File: src/rtl/bcd_timer_ctrl.sv
// bcd_timer_ctrl: run/pause/done controller for a cascaded chain of mod-10
// up/down digits behaving as one multi-digit BCD timer. A prescaler paces the
// count steps; carry/borrow ripples between digits; reaching the terminal
// count (all 9s going up, all 0s going down) raises a single-cycle done.
module bcd_timer_ctrl #(
    parameter int DIGITS   = 4,
    parameter int PRESCALE = 1000
) (
    input  logic                  clk,
    input  logic                  rst,
    input  logic                  start,
    input  logic                  stop,
    input  logic                  clear,
    input  logic                  dir,
    input  logic                  load_en,
    input  logic [4*DIGITS-1:0]   load_val,
    output logic [4*DIGITS-1:0]   count,
    output logic [1:0]            state,
    output logic                  busy,
    output logic                  done
);

    localparam int W  = 4 * DIGITS;
    localparam int PW = (PRESCALE > 2) ? $clog2(PRESCALE) : 1;
    localparam logic [PW-1:0] PRESC_LAST = PW'(PRESCALE - 1);

    typedef enum logic [1:0] {
        ST_IDLE  = 2'd0,
        ST_RUN   = 2'd1,
        ST_PAUSE = 2'd2,
        ST_DONE  = 2'd3
    } state_t;

    state_t          state_q, state_d;
    logic [W-1:0]    count_q, count_d;
    logic [PW-1:0]   presc_q, presc_d;
    logic            run_dir_q, run_dir_d;
    logic            busy_q, busy_d;
    logic            done_q, done_d;

    logic [W-1:0]    stepped;
    logic            stepped_terminal;
    logic            start_terminal;
    logic            tick;

    // Digits above 9 in a loaded value are forced to 9 so count stays valid BCD.
    function automatic logic [W-1:0] clamp_bcd(input logic [W-1:0] v);
        logic [W-1:0] r;
        r = v;
        for (int i = 0; i < DIGITS; i++) begin
            if (v[4*i +: 4] > 4'd9) begin
                r[4*i +: 4] = 4'd9;
            end
        end
        return r;
    endfunction

    function automatic logic all_nines(input logic [W-1:0] v);
        logic r;
        r = 1'b1;
        for (int i = 0; i < DIGITS; i++) begin
            if (v[4*i +: 4] != 4'd9) begin
                r = 1'b0;
            end
        end
        return r;
    endfunction

    function automatic logic all_zeros(input logic [W-1:0] v);
        return (v == '0);
    endfunction

    // A digit moves only while every lower digit is at 9 (the carry chain).
    function automatic logic [W-1:0] step_up(input logic [W-1:0] v);
        logic [W-1:0] r;
        logic         carry;
        r     = v;
        carry = 1'b1;
        for (int i = 0; i < DIGITS; i++) begin
            if (carry) begin
                if (v[4*i +: 4] == 4'd9) begin
                    r[4*i +: 4] = 4'd0;
                end else begin
                    r[4*i +: 4] = v[4*i +: 4] + 4'd1;
                    carry       = 1'b0;
                end
            end
        end
        return r;
    endfunction

    // A digit moves only while every lower digit is at 0 (the borrow chain).
    function automatic logic [W-1:0] step_down(input logic [W-1:0] v);
        logic [W-1:0] r;
        logic         borrow;
        r      = v;
        borrow = 1'b1;
        for (int i = 0; i < DIGITS; i++) begin
            if (borrow) begin
                if (v[4*i +: 4] == 4'd0) begin
                    r[4*i +: 4] = 4'd9;
                end else begin
                    r[4*i +: 4] = v[4*i +: 4] - 4'd1;
                    borrow      = 1'b0;
                end
            end
        end
        return r;
    endfunction

    assign tick             = (presc_q == PRESC_LAST);
    assign stepped          = run_dir_q ? step_down(count_q) : step_up(count_q);
    assign stepped_terminal = run_dir_q ? all_zeros(stepped) : all_nines(stepped);
    assign start_terminal   = dir ? all_zeros(count_q) : all_nines(count_q);

    // Next-state decode: clear beats stop beats start beats load; counting otherwise.
    always_comb begin
        state_d   = state_q;
        count_d   = count_q;
        presc_d   = presc_q;
        run_dir_d = run_dir_q;
        done_d    = 1'b0;

        if (clear) begin
            count_d = '0;
            presc_d = '0;
            state_d = ST_IDLE;
        end else if (stop) begin
            if (state_q == ST_RUN) begin
                state_d = ST_PAUSE;
            end
        end else if (start && (state_q == ST_IDLE || state_q == ST_PAUSE)) begin
            run_dir_d = dir;
            if (start_terminal) begin
                state_d = ST_DONE;
                done_d  = 1'b1;
            end else begin
                state_d = ST_RUN;
            end
        end else if (load_en && state_q != ST_RUN) begin
            count_d = clamp_bcd(load_val);
            presc_d = '0;
            if (state_q == ST_DONE) begin
                state_d = ST_IDLE;
            end
        end else if (state_q == ST_RUN) begin
            if (tick) begin
                presc_d = '0;
                count_d = stepped;
                if (stepped_terminal) begin
                    state_d = ST_DONE;
                    done_d  = 1'b1;
                end
            end else begin
                presc_d = presc_q + 1'b1;
            end
        end

        busy_d = (state_d == ST_RUN);
    end

    // State, count, prescaler and registered status outputs.
    always_ff @(posedge clk or posedge rst) begin
        if (rst) begin
            state_q   <= ST_IDLE;
            count_q   <= '0;
            presc_q   <= '0;
            run_dir_q <= 1'b0;
            busy_q    <= 1'b0;
            done_q    <= 1'b0;
        end else begin
            state_q   <= state_d;
            count_q   <= count_d;
            presc_q   <= presc_d;
            run_dir_q <= run_dir_d;
            busy_q    <= busy_d;
            done_q    <= done_d;
        end
    end

    assign count = count_q;
    assign state = state_q;
    assign busy  = busy_q;
    assign done  = done_q;

endmodule

File: config.mk
export PLATFORM = sky130hd
export DESIGN_NAME = bcd_timer_ctrl
export DESIGN_NICKNAME = d
export VERILOG_FILES = /design/src/rtl/bcd_timer_ctrl.sv
export SDC_FILE = /design/constraint.sdc
export NUM_CORES = 1
export LEC_CHECK = 0
export BUFFER_PORTS_ARGS = -buffer_cell sky130_fd_sc_hd__buf_2
export CAP_MARGIN = 15
export CORE_UTILIZATION = 44
export DETAILED_ROUTE_END_ITERATION = 16
export PLACE_DENSITY = 0.66
export SETUP_SLACK_MARGIN = 0.02
export SLEW_MARGIN = 10
export SYNTH_ARGS = -nofsm -noshare
export SYNTH_HDL_FRONTEND = slang
export SYNTH_SLANG_ARGS = --single-unit
File: constraint.sdc
create_clock -name clk -period 7.9 [get_ports clk]
set_input_delay 1.185 -clock clk [delete_from_list [all_inputs] [get_ports clk]]
set_output_delay 1.185 -clock clk [all_outputs]
set_load 0.01 [all_outputs]
Yosys cells after proc, flatten, opt, wreduce, memory -nomap -nowiden
Cells that the tools add are included.
W data, S select, Z words.
{ "totals": {"in_bits": 23, "word_cells": 125, "out_inout_bits": 20, "register_bits": 31} }
{ "op_classes": {"muxes": 69, "n_addsub": 9, "n_eq_ne": 20, "magnitude_cmp": 4, "n_reduce_logical": 15, "bitwise": 2} }
{ "op_table": {"columns": ["operator", "n"], "rows": [
  ["$mux W16", 7],
  ["$mux W4", 18],
  ["$mux W10", 6],
  ["$logic_not A16 Y1", 2],
  ["$ne A4 B4 Y1 const B", 8],
  ["$mux W1", 28],
  ["$mux W2", 10],
  ["$add A4 B1 Y4 const B", 4],
  ["$eq A4 B4 Y1 const B", 4],
  ["$gt A4 B4 Y1 const B", 4],
  ["$logic_not A4 Y1", 4],
  ["$sub A4 B1 Y4 const B", 4],
  ["$add A10 B1 Y10 const B", 1],
  ["$eq A10 B10 Y1 const B", 1],
  ["$reduce_and A3 Y1", 2],
  ["$reduce_bool A3 Y1", 2],
  ["$eq A2 B1 Y1 const B", 2],
  ["$eq A2 B2 Y1 const B", 2],
  ["$ne A2 B1 Y1 const B", 2],
  ["$reduce_and A4 Y1", 1],
  ["$logic_and A1 B1 Y1", 2],
  ["$logic_not A2 Y1", 1],
  ["$ne A2 B2 Y1 const B", 1],
  ["$not A1 Y1", 2],
  ["$logic_or A1 B1 Y1", 1]
]} }

Longest topological paths before layout
Gate-level depths: netlist (run 1).
{ "logic_depth": {"word_depth": 20, "mapped_depth": 9, "ltp_nobuf": 8} }

Worst setup path after synthesis (run 1)
OpenSTA, ideal clock, no wires.
{ "synth_timing": {"path_type": "reg-to-reg", "from": "reg count_q[5] (netlist: count[5])", "to": "reg busy_q (netlist: busy)", "arrival_ps": 2656, "period_less_slack_ps": 2775, "n_path_buf": 1, "t_required_ps": 7780, "path_stages_with_launch": 9, "setup_ps": 120, "setup_slack_ps": 5125, "path_cell_list": "dfrtp_1 > buf_6 > nor4_4 > nand3_4 > mux2_4 > a211o_1 > or4_1 > a211o_1 > and3_1"} }
{ "synth_between": {"elab_chain_cells": 17, "elab_cells_between_ends": 42, "classes_between": "add/sub (2); eq/ne (6); mux (31); reduce/logical (3)"} }
{ "synth_lines": {"columns": ["element", "line", "source"], "rows": [
  ["start: declaration", "35", "logic [W-1:0] count_q, count_d;"],
  ["start signal: assignment", "173", "count_q <= count_d;"],
  ["$add A4 B1 Y4, or another cell as far along", "84", "r[4*i +: 4] = v[4*i +: 4] + 4'd1;"],
  ["$mux W4, or another cell as far along", "81", "if (v[4*i +: 4] == 4'd9) begin"],
  ["$mux W4, or another cell as far along", "80", "if (carry) begin"],
  ["$mux W16, or another cell as far along", "112", "assign stepped = run_dir_q ? step_down(count_q) : step_up(count_q);"],
  ["$ne A4 B4 Y1, or another cell as far along", "62", "if (v[4*i +: 4] != 4'd9) begin"],
  ["$mux W1, or another cell as far along", "62", null],
  ["$mux W1 or $ne A4 B4 Y1 (tied branches)", "62", null],
  ["$mux W1", "62", null],
  ["[2 not listed]", null, null],
  ["$mux W2", "147", "if (tick) begin"],
  ["$mux W2", "146", "end else if (state_q == ST_RUN) begin"],
  ["$mux W2", "140", "end else if (load_en && state_q != ST_RUN) begin"],
  ["$mux W2 (*)", "132", "end else if (start && (state_q == ST_IDLE || state_q == ST_PAUSE)) begin"],
  ["$mux W2 (*)", "128", "end else if (stop) begin"],
  ["$mux W2 (*)", "124", "if (clear) begin"],
  ["$eq A2 B1 Y1 (*)", "159", "busy_d = (state_d == ST_RUN);"],
  ["via busy_d", "38", "logic busy_q, busy_d;"],
  ["end signal: assignment", "176", "busy_q <= busy_d;"],
  ["end: declaration", "38", null]
]} }
The timed path passes the listed nets; every way through them passes the cells marked *.
A chain may end at the register's enable or synchronous reset.

Final worst setup path (run 1)
{ "layout_timing": {"from": "reg count_q[0] (netlist: count[0])", "to": "reg busy_q (netlist: busy)"} }
{ "layout_between": {"elab_chain_cells": 17, "elab_cells_between_ends": 45, "classes_between": "add/sub (2); eq/ne (7); mux (33); reduce/logical (3)"} }
{ "layout_lines": {"columns": ["element", "line", "source"], "rows": [
  ["$add A4 B1 Y4, or another cell as far along", "84", null],
  ["$mux W4, or another cell as far along", "81", null],
  ["$mux W16, or another cell as far along", "112", null],
  ["$ne A4 B4 Y1, or another cell as far along", "62", null],
  ["$mux W1, or another cell as far along (2 in series)", "62", null],
  ["$mux W1 or $ne A4 B4 Y1 (tied branches)", "62", null],
  ["$mux W1", "62", null],
  ["$mux W1", "113", "assign stepped_terminal = run_dir_q ? all_zeros(stepped) : all_nines(stepped);"],
  ["$mux W2", "150", "if (stepped_terminal) begin"],
  ["$mux W2", "147", null],
  ["$mux W2", "146", null],
  ["$mux W2", "140", null],
  ["$mux W2 (*)", "132", null],
  ["$mux W2 (*)", "128", null],
  ["$mux W2 (*)", "124", null],
  ["$eq A2 B1 Y1 (*)", "159", null],
  ["via busy_d", "38", null]
]} }
Marks and branches as above.

==> results.sh, run 1 <==
export IMPL_outcome="completed"
export IMPL_syn_mean_instance_area_um2=7.90
export IMPL_synth_xor_area_share_pct=2.69
export IMPL_postSynthRegisterBits=31
export IMPL_min_from="presc_q[1]$_DFFE_PP0P_"
export IMPL_final_min_period_over_clock_period_pct=39.4
export IMPL_path_depth=7
export IMPL_ios=43
export IMPL_crit_path_max_incr_delay_ns=0.59
export IMPL_yosys_cell_types_count=60
export IMPL_worst_case_setup_margin_in_the_final_layout_ns=4.79
export IMPL_initial_antenna_violation_count=0
export IMPL_drt_pass1_iterations=5
export IMPL_power_static_leakage_nw=1.18
export IMPL_antenna_violating_nets_post_route=0
export IMPL_post_cts_resized_instances=0
export IMPL_synth_most_common_cell="sky130_fd_sc_hd__dfrtp_1"
export IMPL_initial_utilization_pct=46.5
export IMPL_layout_drive_gt1_share_pct=18.1
export IMPL_post_synthesis_net_count=354
export IMPL_reg2reg_slack_ns=4.79
export IMPL_start_kind="register"
export IMPL_diodes=0
export IMPL_path_delay_family="simple AND/OR/NAND/NOR gates"
export IMPL_area_growth_syn_to_fin_pct=9.22
export IMPL_intPower_mw=0.316
export IMPL_synthAdderAreaFrac_pct=0.480
export IMPL_max_freq_ghz=0.321
export IMPL_power_share_switching_pct=39.7
export IMPL_crit_path_top_delay_cell="sky130_fd_sc_hd__dfrtp_1"
export IMPL_seq_power_share_pct=42.3
export IMPL_coreArea_mm2=0.00561
export IMPL_critical_path_arrival_ns=3.28
export IMPL_clock_power_share_pct=21.5
export IMPL_power_per_cell_area_mw_per_mm2=184
export IMPL_synthSimpleGateAreaFrac_pct=34.1
export IMPL_layout_nets=379
export IMPL_timing_hold_worst_path_depth=1
export IMPL_cts_tree="yes"
export IMPL_period_minus_slack_ns=3.11
export IMPL_final_util_pct=50.8
export IMPL_clock_skew_final_ns=0.00340
export IMPL_synth_enable_flop_cells=0
export IMPL_max_cap_viol_count=0
export IMPL_most_frequent_cp_cell="sky130_fd_sc_hd__a211o_1"
export IMPL_synthFlopType="sky130_fd_sc_hd__dfrtp_1"
export IMPL_io_buffer_count=42
export IMPL_sequential_share_of_the_synthesized_area_pct=29.8
export IMPL_synthesis_instances=330
export IMPL_grt_pass1_wl_um=11100
export IMPL_cells_taking_the_most_area_after_synthesis="sky130_fd_sc_hd__dfrtp_1 (30%), sky130_fd_sc_hd__o21ai_0 (5.6%), sky130_fd_sc_hd__nor2_1 (4.0%), sky130_fd_sc_hd__nand2_1 (3.9%), sky130_fd_sc_hd__a21oi_1 (3.8%)"
export IMPL_final_max_slew_viol_count=0
export IMPL_startpoint="count[0]$_DFFE_PP0P_"
export IMPL_kind_of_end_point_of_the_critical_path="register"
export IMPL_reg2reg_from="count[0]$_DFFE_PP0P_"
export IMPL_synth_top_area_share_pct=29.8
export IMPL_critical_path_cell_chain="nor4_4, nand3_4, mux2_4, a211o_1, or4_1, a211o_1, and3_1"
export IMPL_cp_data_required_time_ns=8.07
export IMPL_via_per_inst=5.94
export IMPL_setup_repair_after_global_routing_missed_its_margin="false"
export IMPL_cts_reportedPaths_clkPinSlew_ns=0.06
export IMPL_slew_headroom_pct=44.9
export IMPL_grt_pass1_vias=2176
export IMPL_insertion_delay_ns=0.28
export IMPL_yosys_area_top_type="sky130_fd_sc_hd__dfrtp_1"
export IMPL_globalRoute_totalOverflow=0
export IMPL_combinational_family_with_the_most_area_after_synthesis="simple AND/OR/NAND/NOR gates"
export IMPL_post_drt_wl_per_cell_um=15.6
export IMPL_power_total_mw=0.525
export IMPL_asyncSetResetFlopFracSynth_pct=100
export IMPL_relative_contribution_of_combinational_cells_to_total_power_pct=36.1
export IMPL_dp_slack_ns=4.84
export IMPL_hold_ws_ns=0.546
export IMPL_worst_path_buf_inv=0
export IMPL_worst_ir_drop_vdd_mv=0.108
export IMPL_setup_violations_final=0
export IMPL_final_seq_area_um2=776
export IMPL_hold_class="register to register"
export IMPL_clk_path_buf_depth=2
export IMPL_gpl_final_weighted_congestion=0.832
export IMPL_netlist_top_cells_count="sky130_fd_sc_hd__dfrtp_1 (31), sky130_fd_sc_hd__o21ai_0 (29), sky130_fd_sc_hd__nor2_1 (28)"
export IMPL_setup_worst_path_class="register to register"
export IMPL_power_switching_mw=0.208
export IMPL_yosys_warnings=0
export IMPL_die_area_mm2=0.00623
export IMPL_fp_row_count=27
export IMPL_cts_htree_levels=2
export IMPL_combined_area_of_the_multi_input_logic_cells_mm2=0.00165
export IMPL_tns_ns=0
export IMPL_vias=2529
export IMPL_pin_count_of_the_biggest_net_entering_global_routing=32
export IMPL_number_of_hold_violations_in_the_final_report=0
export IMPL_die_w_um=79.0
export IMPL_dpl_hpwl_um=4820
export IMPL_cts_hold_buffers_added=0
export IMPL_timing_worst_slew_pin_value_ns=0.827
export IMPL_detail_route_drc_violations=0
export IMPL_synth_compound_gate_area_share_pct=21.7
export IMPL_num_fill_cells=567
export IMPL_cts_root_buf="sky130_fd_sc_hd__clkbuf_8"
export IMPL_mappedNetlistArea_mm2=0.00261
export IMPL_detail_route_iter0_violations=218
export IMPL_worst_path_max_fanout=17
export IMPL_clkSinkCount=31
export IMPL_routed_wl_um=6630
export IMPL_r2r_depth=7
export IMPL_tritoncts_num_buffers=5
export IMPL_dieHeight_um=79.0
export IMPL_post_cts_setup_buffer_count=0
export IMPL_synth_area_mux_share_pct=4.18
export IMPL_grt_total_usage_pct=22.7
-- worst paths after layout --
| check | end |
|---|---|
| min in group asynchronous | count[2]$_DFFE_PP0P_ |
| hold / removal | presc_q[1]$_DFFE_PP0P_ |
| hold reg to reg | presc_q[1]$_DFFE_PP0P_ |
| setup reg to reg | busy$_DFF_PP0_ |
| max in group asynchronous | done$_DFF_PP0_ |
| setup / recovery | busy$_DFF_PP0_ |
-- sequential cells by signal (all words and copies together), names as in the netlist --
register / cells
state: 2
presc_q: 10
count: 16
run_dir_q: 1
done: 1
busy: 1
-- cells in the final DEF, fill, tap and decap left out, drive strengths merged, types with 2 or more instances in the layout --
cell / instances
or3: 6
a211oi: 2
mux2i: 6
nand4: 8
xor2: 4
o21a: 2
a21o: 2
a31oi: 3
o21ai: 29
xnor2: 4
o31ai: 3
o22ai: 5
and3: 3
nor4: 3
nand3b: 11
buf: 43
dfrtp: 31
and4bb: 2
mux2: 4
a211o: 3
a2111oi: 2
nand2b: 10
a2bb2oi: 2
nand2: 27
a21oi: 20
a22o: 5
and2: 3
nand4b: 2
nor4bb: 2
nor2b: 9
inv: 12
nor2: 28
a311oi: 2
clkbuf: 6
o31a: 2
nand3: 11
nor3b: 8
nor3: 18
-- kinds of logic after synthesis --
kind of cell             after synthesis
multiplexers                          10
AND/OR/NAND/NOR                      154
buffers and inverters                 37
flip-flops                            31
AO/OA/AOI/OAI                         89
adder cells (fa/ha/maj)                1
XOR/XNOR                               8
-- through the flow --
step | area (um^2) | instances
finish | 2850 | 426
global route | 2850 | 426
CTS | 2850 | 426
detailed placement | 2770 | 420
global placement | 2770 | 420
floorplan | 2610 | 330
-- layout make-up --
cell class	count	area share (%)
Timing Repair Buffer	43	7.65
Multi-Input combinational cell	262	57.8
Tap cell	72	3.16
Inverter	12	1.58
Sequential cell	31	27.3
Clock buffer	6	2.55
-- layer usage --
| layer | routed length, um | vias up | track usage (%) |
|---|---|---|---|
| met5 | 0 | - | 0 |
| met1 | 3260 | 1200 | 33.4 |
| met2 | 3040 | 71 | 33.7 |
| met3 | 271 | 4 | 3.45 |
| li1 | - | 1254 | - |
| met4 | 61 | 0 | 7.64 |
-- worst reg2reg max path, delay by kind of cell (launching register included) --
| kind | cells | cell delay (ns) |
|---|---|---|
| AOI/OAI and AO/OA | 2 | 0.65 |
| DFF | 1 | 0.59 |
| muxes | 1 | 0.32 |
| and+or+nand+nor | 4 | 1.44 |
-- power by group through the flow --
stage,logic (mW),clock network (mW),registers (mW)
floorplan,0.167,0,0.198
global placement,0.187,0,0.225
detailed placement,0.188,0,0.224
CTS,0.189,0.117,0.221
global route,0.210,0.125,0.227
finish,0.190,0.113,0.222
Power figures use the tool's default switching activity.
==> run 2: changes to the inputs <==
- clock period: 7.9 -> 3.13 ns (I/O delays scaled with it)
==> run 2 against run 1 <==
Net effect:
- worst hold slack worse by 0.29 ns
- clock power grew to 2.8 times the previous value
- combinational power grew to 2.9 times the previous value
- sequential power is 130% higher
- sequential share of layout area is 0.88 points lower
- largest power group is now combinational cells
- via count is 3.4% higher
- highest routed layer unchanged
- die area stayed put
- global-route usage is 1.1 points higher
- first-iteration DRC count is 23% higher
- count of clock-buffer cells in the layout stayed put
- critical endpoint unchanged
- flip-flop and latch count stayed put
==> results.sh, run 2 (same netlist as run 1, synthesis figures left out) <==
export IMPL_clock_skew_final_ns=0.00783
export IMPL_grt_pass1_vias=2421
export IMPL_tritoncts_num_buffers=5
export IMPL_worst_ir_drop_vdd_mv=0.194
export IMPL_clkSinkCount=31
export IMPL_via_per_inst=5.96
export IMPL_startpoint="count[5]$_DFFE_PP0P_"
export IMPL_outcome="completed"
export IMPL_gpl_final_weighted_congestion=0.881
export IMPL_post_drt_wl_per_cell_um=15.8
export IMPL_dieHeight_um=79.0
export IMPL_final_cell_mix="sky130_fd_sc_hd__buf_2 (42), sky130_fd_sc_hd__dfrtp_1 (31), sky130_fd_sc_hd__o21ai_0 (29)"
export IMPL_most_frequent_cp_cell="sky130_fd_sc_hd__a211o_1"
export IMPL_clock_power_share_pct=22.9
export IMPL_globalRoute_totalOverflow=0
export IMPL_setup_repair_after_global_routing_missed_its_margin="false"
export IMPL_max_cap_viol_count=0
export IMPL_grt_total_usage_pct=23.8
export IMPL_crit_path_top_delay_cell="sky130_fd_sc_hd__dfrtp_1"
export IMPL_power_static_leakage_nw=1.23
export IMPL_timing_worst_slew_pin_value_ns=0.562
export IMPL_die_area_mm2=0.00623
export IMPL_dpl_hpwl_um=5040
export IMPL_number_of_hold_violations_in_the_final_report=0
export IMPL_detail_route_iter0_violations=268
export IMPL_pin_count_of_the_biggest_net_entering_global_routing=32
export IMPL_crit_path_max_incr_delay_ns=0.52
export IMPL_io_buffer_count=42
export IMPL_period_minus_slack_ns=2.85
export IMPL_layout_drive_gt1_share_pct=21.0
export IMPL_initial_utilization_pct=46.5
export IMPL_cts_reportedPaths_clkPinSlew_ns=0.08
export IMPL_cts_tree="yes"
export IMPL_coreArea_mm2=0.00561
export IMPL_fp_row_count=27
export IMPL_ios=43
export IMPL_reg2reg_from="count[5]$_DFFE_PP0P_"
export IMPL_power_per_cell_area_mw_per_mm2=472
export IMPL_kind_of_end_point_of_the_critical_path="register"
export IMPL_post_cts_setup_buffer_count=0
export IMPL_intPower_mw=0.835
export IMPL_power_share_switching_pct=39.9
export IMPL_vias=2616
export IMPL_cp_data_required_time_ns=3.31
export IMPL_diodes=0
export IMPL_clk_path_buf_depth=2
export IMPL_relative_contribution_of_combinational_cells_to_total_power_pct=39.8
export IMPL_final_max_slew_viol_count=0
export IMPL_setup_violations_final=0
export IMPL_worst_path_max_fanout=11
export IMPL_layout_commonest_cell="sky130_fd_sc_hd__buf_2"
export IMPL_post_cts_resized_instances=0
export IMPL_layout_nets=390
export IMPL_hold_class="input pin to async pin"
export IMPL_insertion_delay_ns=0.29
export IMPL_slew_headroom_pct=62.6
export IMPL_detail_route_drc_violations=0
export IMPL_die_w_um=79.0
export IMPL_largest_reg_flops=16
export IMPL_start_kind="register"
export IMPL_cts_hold_buffers_added=0
export IMPL_max_freq_ghz=0.351
export IMPL_critical_path_cell_chain="nor4_4, nand3_4, mux2_4, a211o_1, or4_1, a211o_1, and3_1"
export IMPL_critical_path_arrival_ns=3.02
export IMPL_area_growth_syn_to_fin_pct=12.9
export IMPL_drt_pass1_iterations=5
export IMPL_routed_wl_um=6960
export IMPL_initial_antenna_violation_count=0
export IMPL_power_switching_mw=0.555
export IMPL_cts_root_buf="sky130_fd_sc_hd__clkbuf_8"
export IMPL_final_min_period_over_clock_period_pct=90.9
export IMPL_num_fill_cells=580
export IMPL_final_util_pct=52.5
export IMPL_cts_htree_levels=2
export IMPL_antenna_violating_nets_post_route=0
export IMPL_grt_pass1_wl_um=11600
export IMPL_setup_worst_path_class="register to register"
export IMPL_seq_power_share_pct=37.3
export IMPL_tns_ns=0
run 2: power groups by stage:
stage,clock (mW),combinational [mW],sequential (mW)
6_report,0.319,0.553,0.518
2_1_floorplan,0,0.422,0.501
5_1_grt,0.340,0.610,0.528
4_1_cts,0.325,0.549,0.517
3_3_place_gp,0,0.544,0.522
3_5_place_dp,0,0.547,0.524
run 2: final timing paths:
kind	end	slack [ns]	cells after the start
max	busy$_DFF_PP0_	0.28	7
min	count[5]$_DFFE_PP0P_	0.26	3
max reg2reg	busy$_DFF_PP0_	0.28	7
min reg2reg	presc_q[1]$_DFFE_PP0P_	0.54	1
max in group asynchronous	presc_q[6]$_DFFE_PP0P_	2.56	3
min in group clk	run_dir_q$_DFFE_PP0P_	0.44	3
run 2: stage by stage:
stage          setup WS [ns]  hold slack, ns  power [mW]  cell area (um^2)  instances
2_1_floorplan          0.355           0.501       0.923              2610        330
3_3_place_gp           0.377           0.525        1.07              2860        431
3_5_place_dp           0.314           0.526        1.07              2860        431
4_1_cts                0.299           0.268        1.39              2940        439
5_1_grt                0.128           0.312        1.48              2940        439
6_report               0.284           0.256        1.39              2940        439
run 2: area by class of cell:
cell class / count / area [um^2] / share of cell area, %
Timing Repair Buffer: 54 / 300 / 10.2
Clock inverter: 2 / 12.5 / 0.425
Clock buffer: 6 / 72.6 / 2.47
Multi-Input combinational cell: 262 / 1650 / 55.9
Tap cell: 72 / 90.1 / 3.06
Inverter: 12 / 45.0 / 1.53
Sequential cell: 31 / 776 / 26.4
run 2: per-layer routing:
metal	vias to the layer above	track usage, %	share of wire [%]
li1	1279	-	-
met1	1236	31.7	47
met2	90	38.8	46
met3	11	4.14	5.5
met4	0	8.36	1.3
met5	-	0	0
run 2: critical path: cells and delay by family (launching register included):
family	cells	cell delay, ns
compound gates	2	0.64
flops	1	0.52
mux	1	0.32
simple gates	4	1.25
==> run 3: changes to the inputs <==
- ABC_AREA: default -> 1
==> run 3 against run 2 <==
Net effect:
- fmax is 31% higher
- cell area is 4.8% higher
- global-route usage grew 0.46 points
- total power increased by 25%
- clock skew shrank 0.0028 ns
- via count up 11%
- non-clock buffer count shrank 7
- critical endpoint unchanged
- synthesized cell count grew 30%
- sequential power is 4% higher
- die area rose by 2.6%
- count of clock-buffer cells in the layout did not move
==> results.sh, run 3 <==
export IMPL_cp_data_required_time_ns=3.30
export IMPL_clock_skew_final_ns=0.00505
export IMPL_asyncSetResetFlopFracSynth_pct=100
export IMPL_power_static_leakage_nw=1.62
export IMPL_clkSinkCount=31
export IMPL_layout_drive_gt1_share_pct=19.1
export IMPL_post_cts_setup_buffer_count=0
export IMPL_slew_headroom_pct=72.5
export IMPL_vias=2902
export IMPL_antenna_violating_nets_post_route=0
export IMPL_synth_enable_flop_cells=0
export IMPL_post_place_cells=543
export IMPL_synthFlopType="sky130_fd_sc_hd__dfrtp_1"
export IMPL_synth_top_area_share_pct=29.0
export IMPL_worst_path_buf_inv=1
export IMPL_ios=43
export IMPL_coreArea_mm2=0.00589
export IMPL_critical_path_cell_chain="nor2_2, nand3_1, o21ai_0, nand2_1, nand2_1, inv_1, nor2_1, nand2_1, nor2_1, nand2_1, nand2_1, nand3_1, nand2_1, nand2_2, nand2_2, nor2_2"
export IMPL_critical_path_arrival_ns=2.35
export IMPL_max_cap_viol_count=0
export IMPL_number_of_hold_violations_in_the_final_report=0
export IMPL_worst_path_max_fanout=7
export IMPL_via_per_inst=5.27
export IMPL_most_frequent_cp_cell="sky130_fd_sc_hd__nand2_1"
export IMPL_io_buffer_count=42
export IMPL_startpoint="count[3]$_DFFE_PP0P_"
export IMPL_cts_hold_buffers_added=0
export IMPL_cts_tree="yes"
export IMPL_sequential_share_of_the_synthesized_area_pct=29.0
export IMPL_tritoncts_num_buffers=5
export IMPL_grt_total_usage_pct=24.3
export IMPL_path_delay_family="simple AND/OR/NAND/NOR gates"
export IMPL_cts_htree_levels=2
export IMPL_die_area_mm2=0.00640
export IMPL_tns_ns=0
export IMPL_hold_class="input pin to async pin"
export IMPL_crit_path_max_incr_delay_ns=0.46
export IMPL_grt_pass1_vias=2734
export IMPL_insertion_delay_ns=0.28
export IMPL_setup_violations_final=0
export IMPL_detail_route_iter0_violations=147
export IMPL_diodes=0
export IMPL_post_synthesis_net_count=454
export IMPL_yosys_cell_types_count=38
export IMPL_start_kind="register"
export IMPL_r2r_depth=16
export IMPL_length_of_routed_wiring_on_met1_um=3170
export IMPL_setup_repair_after_global_routing_missed_its_margin="false"
export IMPL_cts_root_buf="sky130_fd_sc_hd__clkbuf_8"
export IMPL_synthesis_instances=430
export IMPL_setup_worst_path_class="register to register"
export IMPL_grt_pass1_wl_um=12000
export IMPL_met3_length_um=429
export IMPL_reg2reg_from="count[3]$_DFFE_PP0P_"
export IMPL_period_minus_slack_ns=2.18
export IMPL_globalRoute_totalOverflow=0
export IMPL_dpl_hpwl_um=5600
export IMPL_routed_wl_met2_um=3520
export IMPL_drt_pass1_iterations=4
export IMPL_top_layer="met4"
export IMPL_kind_of_end_point_of_the_critical_path="register"
export IMPL_worst_case_setup_margin_in_the_final_layout_ns=0.952
export IMPL_dieHeight_um=80.0
export IMPL_crit_path_top_delay_cell="sky130_fd_sc_hd__dfrtp_1"
export IMPL_gpl_final_weighted_congestion=0.937
export IMPL_worst_ir_drop_vdd_mv=0.325
export IMPL_post_drt_wl_per_cell_um=13.3
export IMPL_die_w_um=80.0
export IMPL_synth_most_common_cell="sky130_fd_sc_hd__nand2_1"
export IMPL_final_cell_mix="sky130_fd_sc_hd__nand2_1 (124), sky130_fd_sc_hd__nor2_1 (52), sky130_fd_sc_hd__inv_1 (49)"
export IMPL_pin_count_of_the_biggest_net_entering_global_routing=32
export IMPL_outcome="completed"
export IMPL_max_freq_ghz=0.459
export IMPL_largest_reg_flops=16
export IMPL_cells_taking_the_most_area_after_synthesis="sky130_fd_sc_hd__dfrtp_1 (29%), sky130_fd_sc_hd__nand2_1 (17%), sky130_fd_sc_hd__nor2_1 (7.3%), sky130_fd_sc_hd__o21ai_0 (6.9%), sky130_fd_sc_hd__inv_1 (6.9%)"
export IMPL_area_growth_syn_to_fin_pct=15.2
export IMPL_cts_reportedPaths_clkPinSlew_ns=0.07
export IMPL_initial_antenna_violation_count=0
export IMPL_clk_path_buf_depth=2
export IMPL_endpoint_of_the_lowest_slack_register_to_register_path="busy$_DFF_PP0_"
export IMPL_yosys_warnings=0
export IMPL_dp_slack_ns=0.962
export IMPL_detail_route_drc_violations=0
export IMPL_finalNonFillerCells=551
export IMPL_postSynthRegisterBits=31
export IMPL_mappedNetlistArea_mm2=0.00268
export IMPL_final_max_slew_viol_count=0
export IMPL_layout_commonest_cell="sky130_fd_sc_hd__nand2_1"
export IMPL_power_per_cell_area_mw_per_mm2=562
export IMPL_layout_nets=499
export IMPL_yosys_area_top_type="sky130_fd_sc_hd__dfrtp_1"
export IMPL_num_fill_cells=617
export IMPL_fp_row_count=28
export IMPL_routed_wl_um=7330
export IMPL_post_cts_resized_instances=0
export IMPL_netlist_top_cells_count="sky130_fd_sc_hd__nand2_1 (124), sky130_fd_sc_hd__nor2_1 (52), sky130_fd_sc_hd__inv_1 (49)"
export IMPL_final_min_period_over_clock_period_pct=69.6
export IMPL_timing_worst_slew_pin_value_ns=0.412
export IMPL_reg2reg_slack_ns=0.95
export IMPL_initial_utilization_pct=45.5
export IMPL_syn_mean_instance_area_um2=6.22
## run 3: worst max path at each step
stage                           endpoint  slack, ns  depth (start not counted)
after floorplan           busy$_DFF_PP0_       1.26                         14
after global routing      busy$_DFF_PP0_       0.69                         16
final                     busy$_DFF_PP0_       0.95                         16
after CTS                 busy$_DFF_PP0_       0.95                         16
after global placement    busy$_DFF_PP0_       0.97                         18
after detailed placement  busy$_DFF_PP0_       0.96                         16
## run 3: tightest hold or removal path: cells and delay by family
| kind | cells | cell delay, ns |
|---|---|---|
| buffers and inverters | 3 | 0.50 |
## run 3: stage by stage
| step | utilization (%) | cell area [um^2] | hold WS, ns | power (mW) |
|---|---|---|---|---|
| floorplan | - | 2680 | 0.455 | 1.11 |
| global placement | 50.4 | 2970 | 0.486 | 1.31 |
| detailed placement | 50.4 | 2970 | 0.488 | 1.31 |
| CTS | 52.4 | 3080 | 0.269 | 1.74 |
| global route | 52.4 | 3080 | 0.301 | 1.88 |
| finish | 52.4 | 3080 | 0.256 | 1.73 |
## run 3: logic make-up (layout without fill, tap and decap cells)
| logic type | Yosys count | count (layout) | synth area share (%) |
|---|---|---|---|
| compound gates | 82 | 82 | 18.1 |
| fa+ha+maj | 1 | 1 | 0.468 |
| buf+inv | 72 | 118 | 11.0 |
| flops | 31 | 31 | 29.0 |
| simple gates | 242 | 242 | 40.8 |
| xor+xnor | 2 | 2 | 0.655 |
## run 3: where the power goes
| group | internal (mW) | switching, mW | total, mW |
|---|---|---|---|
| combinational | 0.264 | 0.511 | 0.775 |
| sequential | 0.454 | 0.0847 | 0.538 |
| clock | 0.258 | 0.161 | 0.419 |
## run 3: area by class of cell
class | instances | area (um^2) | share of cell area [%]
repair buffers | 47 | 248 | 8.04
clock inverters | 2 | 35.0 | 1.14
well taps | 75 | 93.8 | 3.04
multi-input cells | 327 | 1610 | 52.1
inverters | 63 | 243 | 7.87
flip-flops and latches | 31 | 776 | 25.2
clock buffers | 6 | 82.6 | 2.68
## run 3: routing by layer
| metal | GRT usage (%) | up-vias |
|---|---|---|
| li1 | - | 1483 |
| met1 | 30.1 | 1309 |
| met2 | 40.9 | 90 |
| met3 | 4.23 | 20 |
| met4 | 10.9 | 0 |
| met5 | 0 | - |
